==> config.mk <==
export PLATFORM = sky130hd
export DESIGN_NAME = branch_ctrl_flat
export DESIGN_NICKNAME = d
export VERILOG_FILES = /design/src/rtl/branch_ctrl_pkg.sv /design/src/rtl/branch_ctrl_if.sv /design/src/rtl/branch_ctrl_cond_eval.sv /design/src/rtl/branch_ctrl.sv /design/src/flat_wrapper.sv
export SDC_FILE = /design/constraint.sdc
export NUM_CORES = 1
export LEC_CHECK = 0
export CELL_PAD_IN_SITES_DETAIL_PLACEMENT = 2
export CELL_PAD_IN_SITES_GLOBAL_PLACEMENT = 2
export CORE_MARGIN = 1.5
export CORE_UTILIZATION = 29
export DETAILED_ROUTE_END_ITERATION = 10
export GPL_ROUTABILITY_DRIVEN = 1
export PLACE_DENSITY = 0.94
export SLEW_MARGIN = 5
export SYNTH_ARGS = -nofsm -noshare
export SYNTH_HDL_FRONTEND = slang
export SYNTH_SLANG_ARGS = --single-unit
==> constraint.sdc <==
create_clock -name clk -period 3.82 [get_ports clk]
set_clock_uncertainty 0.1 [all_clocks]
set_input_delay 0.573 -clock clk [delete_from_list [all_inputs] [get_ports clk]]
set_output_delay 0.573 -clock clk [all_outputs]
set_load 0.05 [all_outputs]
==> src/rtl/branch_ctrl_pkg.sv <==
// Shared encodings for the branch/jump control unit: op kinds, condition codes,
// PSR bit positions and the redirect FSM states.
package branch_ctrl_pkg;

    typedef enum logic [1:0] {
        OP_NONE  = 2'b00,
        OP_BCOND = 2'b01,
        OP_JCOND = 2'b10,
        OP_JAL   = 2'b11
    } op_kind_t;

    localparam logic [3:0] CC_EQ = 4'h0;
    localparam logic [3:0] CC_NE = 4'h1;
    localparam logic [3:0] CC_CS = 4'h2;
    localparam logic [3:0] CC_CC = 4'h3;
    localparam logic [3:0] CC_HI = 4'h4;
    localparam logic [3:0] CC_LS = 4'h5;
    localparam logic [3:0] CC_GT = 4'h6;
    localparam logic [3:0] CC_LE = 4'h7;
    localparam logic [3:0] CC_FS = 4'h8;
    localparam logic [3:0] CC_FC = 4'h9;
    localparam logic [3:0] CC_LO = 4'hA;
    localparam logic [3:0] CC_HS = 4'hB;
    localparam logic [3:0] CC_LT = 4'hC;
    localparam logic [3:0] CC_GE = 4'hD;
    localparam logic [3:0] CC_UC = 4'hE;
    localparam logic [3:0] CC_NV = 4'hF;

    localparam int PSR_W = 5;
    localparam int PSR_C = 4;
    localparam int PSR_L = 3;
    localparam int PSR_F = 2;
    localparam int PSR_Z = 1;
    localparam int PSR_N = 0;

    typedef enum logic [1:0] {
        S_IDLE,
        S_REDIRECT,
        S_SQUASH
    } state_t;

endpackage

==> src/rtl/branch_ctrl_if.sv <==
// Decode/fetch-facing signals of branch_ctrl. master = pipeline side, slave = branch_ctrl.
interface branch_ctrl_if;
    import branch_ctrl_pkg::*;

    logic             flags_we;
    logic [PSR_W-1:0] flags_in;
    logic             instr_valid;
    logic [1:0]       op_kind;
    logic [3:0]       cond;
    logic             stall;
    logic             redirect_ack;
    logic             branchEN;
    logic             jumpEN;
    logic             jalEN;
    logic             flush;
    logic             busy;
    logic [PSR_W-1:0] psr;

    modport master (
        output flags_we, flags_in, instr_valid, op_kind, cond, stall, redirect_ack,
        input  branchEN, jumpEN, jalEN, flush, busy, psr
    );

    modport slave (
        input  flags_we, flags_in, instr_valid, op_kind, cond, stall, redirect_ack,
        output branchEN, jumpEN, jalEN, flush, busy, psr
    );

endinterface

==> src/rtl/branch_ctrl_cond_eval.sv <==
// Combinational condition-code evaluator; shared with future predicated-execution logic.
module cond_eval
    import branch_ctrl_pkg::*;
(
    input  logic [3:0]       cond,
    input  logic [PSR_W-1:0] flags,
    output logic             taken
);

    logic c, l, f, z, n;

    assign c = flags[PSR_C];
    assign l = flags[PSR_L];
    assign f = flags[PSR_F];
    assign z = flags[PSR_Z];
    assign n = flags[PSR_N];

    always_comb begin
        taken = 1'b0;
        case (cond)
            CC_EQ:   taken = z;
            CC_NE:   taken = !z;
            CC_CS:   taken = c;
            CC_CC:   taken = !c;
            CC_HI:   taken = l;
            CC_LS:   taken = !l;
            CC_GT:   taken = n;
            CC_LE:   taken = !n;
            CC_FS:   taken = f;
            CC_FC:   taken = !f;
            CC_LO:   taken = !l && !z;
            CC_HS:   taken = l || z;
            CC_LT:   taken = !n && !z;
            CC_GE:   taken = n || z;
            CC_UC:   taken = 1'b1;
            default: taken = 1'b0;
        endcase
    end

endmodule

==> src/rtl/branch_ctrl.sv <==
// Branch/jump control: PSR register, condition evaluation and the
// redirect -> squash handshake with fetch.
module branch_ctrl
    import branch_ctrl_pkg::*;
#(
    parameter int WIDTH         = 16,
    parameter int SQUASH_CYCLES = 2
) (
    input  logic           clk,
    input  logic           reset_n,
    branch_ctrl_if.slave   bus
);

    if (SQUASH_CYCLES < 1 || SQUASH_CYCLES > 7 || WIDTH < 1) begin : g_param_chk
        $error("branch_ctrl: SQUASH_CYCLES must be 1..7");
    end

    localparam logic [2:0] SQ_LOAD = 3'(SQUASH_CYCLES);

    state_t           state;
    logic [2:0]       cnt;
    logic [PSR_W-1:0] eff_flags;
    logic             cc_taken;
    logic             go;

    // Forward a same-cycle PSR write into the evaluation.
    assign eff_flags = bus.flags_we ? bus.flags_in : bus.psr;

    cond_eval u_cond_eval (
        .cond  (bus.cond),
        .flags (eff_flags),
        .taken (cc_taken)
    );

    assign go = bus.instr_valid && !bus.stall && (bus.op_kind != OP_NONE) &&
                ((bus.op_kind == OP_JAL) || cc_taken);

    always_ff @(posedge clk or negedge reset_n) begin
        if (!reset_n) begin
            state        <= S_IDLE;
            cnt          <= 3'd0;
            bus.psr      <= '0;
            bus.branchEN <= 1'b0;
            bus.jumpEN   <= 1'b0;
            bus.jalEN    <= 1'b0;
            bus.flush    <= 1'b0;
            bus.busy     <= 1'b0;
        end else begin
            if (bus.flags_we)
                bus.psr <= bus.flags_in;
            case (state)
                S_IDLE: begin
                    if (go) begin
                        bus.branchEN <= (bus.op_kind == OP_BCOND);
                        bus.jumpEN   <= (bus.op_kind == OP_JCOND);
                        bus.jalEN    <= (bus.op_kind == OP_JAL);
                        bus.busy     <= 1'b1;
                        state        <= S_REDIRECT;
                    end
                end
                S_REDIRECT: begin
                    if (bus.redirect_ack && !bus.stall) begin
                        bus.branchEN <= 1'b0;
                        bus.jumpEN   <= 1'b0;
                        bus.jalEN    <= 1'b0;
                        bus.flush    <= 1'b1;
                        cnt          <= SQ_LOAD;
                        state        <= S_SQUASH;
                    end
                end
                S_SQUASH: begin
                    if (!bus.stall) begin
                        if (cnt == 3'd1) begin
                            bus.flush <= 1'b0;
                            bus.busy  <= 1'b0;
                            cnt       <= 3'd0;
                            state     <= S_IDLE;
                        end else begin
                            cnt <= cnt - 3'd1;
                        end
                    end
                end
                default: state <= S_IDLE;
            endcase
        end
    end

endmodule

==> src/flat_wrapper.sv <==
// flat-port wrapper written by rule: the top's interface ports become plain ports
module branch_ctrl_flat import branch_ctrl_pkg::*;
#(
    parameter int WIDTH         = 16,
    parameter int SQUASH_CYCLES = 2
)
  (clk, reset_n, bus_flags_we, bus_flags_in, bus_instr_valid, bus_op_kind, bus_cond, bus_stall, bus_redirect_ack, bus_branchEN, bus_jumpEN, bus_jalEN, bus_flush, bus_busy, bus_psr);
  branch_ctrl_if bus_i ();
  input  logic clk;
  input  logic reset_n;
  input wire logic [$bits(bus_i.flags_we)-1:0] bus_flags_we;
  input wire logic [$bits(bus_i.flags_in)-1:0] bus_flags_in;
  input wire logic [$bits(bus_i.instr_valid)-1:0] bus_instr_valid;
  input wire logic [$bits(bus_i.op_kind)-1:0] bus_op_kind;
  input wire logic [$bits(bus_i.cond)-1:0] bus_cond;
  input wire logic [$bits(bus_i.stall)-1:0] bus_stall;
  input wire logic [$bits(bus_i.redirect_ack)-1:0] bus_redirect_ack;
  output wire logic [$bits(bus_i.branchEN)-1:0] bus_branchEN;
  output wire logic [$bits(bus_i.jumpEN)-1:0] bus_jumpEN;
  output wire logic [$bits(bus_i.jalEN)-1:0] bus_jalEN;
  output wire logic [$bits(bus_i.flush)-1:0] bus_flush;
  output wire logic [$bits(bus_i.busy)-1:0] bus_busy;
  output wire logic [$bits(bus_i.psr)-1:0] bus_psr;
  assign bus_i.flags_we = bus_flags_we;
  assign bus_i.flags_in = bus_flags_in;
  assign bus_i.instr_valid = bus_instr_valid;
  assign bus_i.op_kind = bus_op_kind;
  assign bus_i.cond = bus_cond;
  assign bus_i.stall = bus_stall;
  assign bus_i.redirect_ack = bus_redirect_ack;
  assign bus_branchEN = bus_i.branchEN;
  assign bus_jumpEN = bus_i.jumpEN;
  assign bus_jalEN = bus_i.jalEN;
  assign bus_flush = bus_i.flush;
  assign bus_busy = bus_i.busy;
  assign bus_psr = bus_i.psr;
  branch_ctrl #(.WIDTH(WIDTH), .SQUASH_CYCLES(SQUASH_CYCLES)) u_core (.clk(clk), .reset_n(reset_n), .bus(bus_i));
endmodule
==> reports/metrics.yaml <==
setup_path:
  cp-start-kind: "primary input"
  endpoint_kind: "flop"
  reg2regPathDepth: 6
  cp.required_ns: 3.88
  cp.arrival_ns: 2.73
  worstSetupPathType: "in2reg"
  worstPathMaxFanout: 5
logic_synthesis:
  synth-seq-cells: 15
  ys.flop_type: "dfrtp_1"
  netlist_instances: 94
  synth_edf_count: 0
  async_flop_share_pct: 100
  synth.distinct_cells: 34
  yosys_warnings: 0
  netlist_area_um2: 906
  yosysSeqAreaShare_pct: 41.4
  synth_fp_nets: 113
  postSynthAreaPerCell_um2: 9.64
timing:
  tightestPinTransition_ns: 0.697
  maxSlewViolCount: 0
  setup_tns_ns: 0
  finalCritPeriodShare_pct: 69.8
  rsz0062_at_grt: "false"
  hold_viol: 0
  min_period_ns: 2.67
  slew_headroom_pct: 53.4
  timing.fmax_mhz: 375
  fin_ws_ns: 1.15
  setup_viol: 0
cells_and_area:
  layout-drive-gt1-share_pct: 9.32
  n_fill_cell: 364
  diodes: 0
  area_delta_synth_final_pct: 32.9
  nNetsFinal: 138
  stdcell_count: 151
  finalInstanceArea_um2: 1200
grt:
  grt_pass1_wl_mm: 4.23
  grt_usage_pct: 16.6
  grt_pass1_vias: 919
  antenna_found_initial: 0
  grt_max_degree: 16
  grt_overflow: 0
drt:
  wire_per_inst_um: 16.9
  postRouteAntennaNets: 0
  drc: 0
  vias_per_cell: 5.28
  vias: 798
  drt_pass1_iterations: 2
  wl_mm: 2.55
  drt_iter0_drc: 9
flow_run:
  drv_cap: 0
power_and_ir_drop:
  p_leak_nw: 0.508
  fin_total_pwr_mw: 0.650
  power-per-cell-area_nw_per_um2: 540
  ir_drop_v: 0.000297
clocking:
  clk_latency_ns: 0.30
  post_cts_resized: 0
  cts_setup_buffers: 0
  cts_max_level: 1
  cts_tree: "built"
  root_buffer: "clkbuf_4"
  cts_sinks: 15
  cts_buffers: 3
  clockBufferDepth: 2
  clk_pin_slew_ns: 0.10
  cts.hold.buffers_added: 0
floorplanning:
  die_height_um: 58.9
  rows: 20
  io_pins: 27
  start_util_pct: 30.2
  core_um2: 3000
  die_w_um: 58.9
  dieArea_um2: 3470
placed_design:
  place_congestion: 0.773
  placedCellCount: 147
  place_area_um2: 1170
  hpwl_mm: 2.03
  io_buffers: 26
  place_ws_ns: 0.845
hold_path:
  hold_depth: 2
  hold_path.class: "reg2reg"
outcome:
  status: "complete, no violations"
==> cell usage in the layout, fill, tap and decap left out, drive strengths merged <==
| cell | count |
|---|---|
| o22ai | 1 |
| nor4b | 1 |
| o21ai | 6 |
| inv | 8 |
| nand2 | 6 |
| nand4 | 1 |
| clkdlybuf4s50 | 26 |
| xor2 | 3 |
| or2 | 1 |
| a32o | 1 |
| nand2b | 2 |
| clkinvlp | 1 |
| or3 | 1 |
| nand3b | 4 |
| mux2 | 3 |
| a21oi | 2 |
| clkbuf | 3 |
| a211o | 1 |
| and3 | 2 |
| dfrtp | 15 |
| nand3 | 7 |
| mux2i | 8 |
| a211oi | 1 |
| o32ai | 1 |
| a32oi | 1 |
| a31oi | 1 |
| a311o | 1 |
| nor2 | 5 |
| o211ai | 1 |
| nor3 | 2 |
| ha | 2 |
==> flip-flops by register name (all words and copies together), names as in the netlist <==
name,flops
u_core.bus.busy,1
u_core.bus.jumpEN,1
u_core.bus.psr,5
u_core.cnt,3
u_core.state,2
u_core.bus.jalEN,1
u_core.bus.flush,1
u_core.bus.branchEN,1
==> per-layer routing <==
layer  GRT usage (%)  vias to the layer above  routed length [µm]
met2            31.9                       25                1410
met3            3.30                        3                 133
met1            17.2                      389                 966
met5               0                        -                   0
met4            6.82                        0                  36
li1                -                      381                   -
==> Yosys cell counts, types with 2 or more instances <==
cell,instances,area share [%]
and3_1,2,1.4
dfrtp_1,15,41
clkbuf_1,2,0.83
o21ai_0,6,3.3
ha_1,2,2.8
mux2_4,2,3.3
nand3b_1,4,3.3
nand2b_1,2,1.4
nor3_1,2,1.1
nor2_1,5,2.1
mux2i_1,6,6.6
xor2_1,3,2.9
nand3_1,7,3.9
mux2i_2,2,3.0
buf_2,3,1.7
nand2_1,6,2.5
inv_1,8,3.3
==> stage by stage <==
step	util (%)	hold WS, ns
floorplan	-	0.177
global placement	39.1	0.361
detailed placement	39.1	0.389
CTS	40.1	0.416
global route	40.1	0.452
finish	40.1	0.417
==> final cells by class <==
cell class | count | area (µm²) | share of cell area [%]
multi-input combinational | 65 | 467 | 38.8
sequential | 15 | 375 | 31.2
timing repair buffer | 26 | 260 | 21.6
tap | 33 | 41.3 | 3.43
inverter | 8 | 30.0 | 2.49
clock buffer | 3 | 22.5 | 1.87
clock inverter | 1 | 7.51 | 0.624
==> critical path, stage by stage <==
cell             delay (ns)
clkdlybuf4s50_1        0.66
mux2_4                 0.36
and3_1                 0.18
o32ai_1                0.31
a32oi_1                0.12
a21oi_2                0.32
o21ai_0                0.20
==> report_power, final <==
group | total (mW) | internal (mW) | switching (mW)
clock | 0.0988 | 0.0400 | 0.0588
sequential | 0.236 | 0.205 | 0.0313
combinational | 0.315 | 0.117 | 0.198
total | 0.650 | 0.362 | 0.288
==> final timing paths <==
kind,start,endpoint,slack (ns)
worst max-delay path,bus_flags_we,u_core.bus.jalEN$_DFFE_PN0P_,1.15
worst min-delay path,u_core.bus.flush$_DFFE_PN0P_,u_core.bus.flush$_DFFE_PN0P_,0.42
worst max register to register,u_core.bus.psr[4]$_DFF_PN0_,u_core.bus.jalEN$_DFFE_PN0P_,1.76
worst min register to register,u_core.bus.flush$_DFFE_PN0P_,u_core.bus.flush$_DFFE_PN0P_,0.42
max in group asynchronous,reset_n,u_core.bus.busy$_DFFE_PN0P_,2.59
min in group asynchronous,reset_n,u_core.bus.psr[3]$_DFF_PN0_,0.58
==> cells by family after synthesis <==
family	count (synthesis)	synth area share [%]
AO/OA/AOI/OAI	17	13.0
XOR/XNOR	3	2.90
adder cells (fa/ha/maj)	2	2.76
buffers and inverters	14	7.04
flip-flops	15	41.4
multiplexers	11	14.2
AND/OR/NAND/NOR	32	18.6
Power figures use the tool's default switching activity.
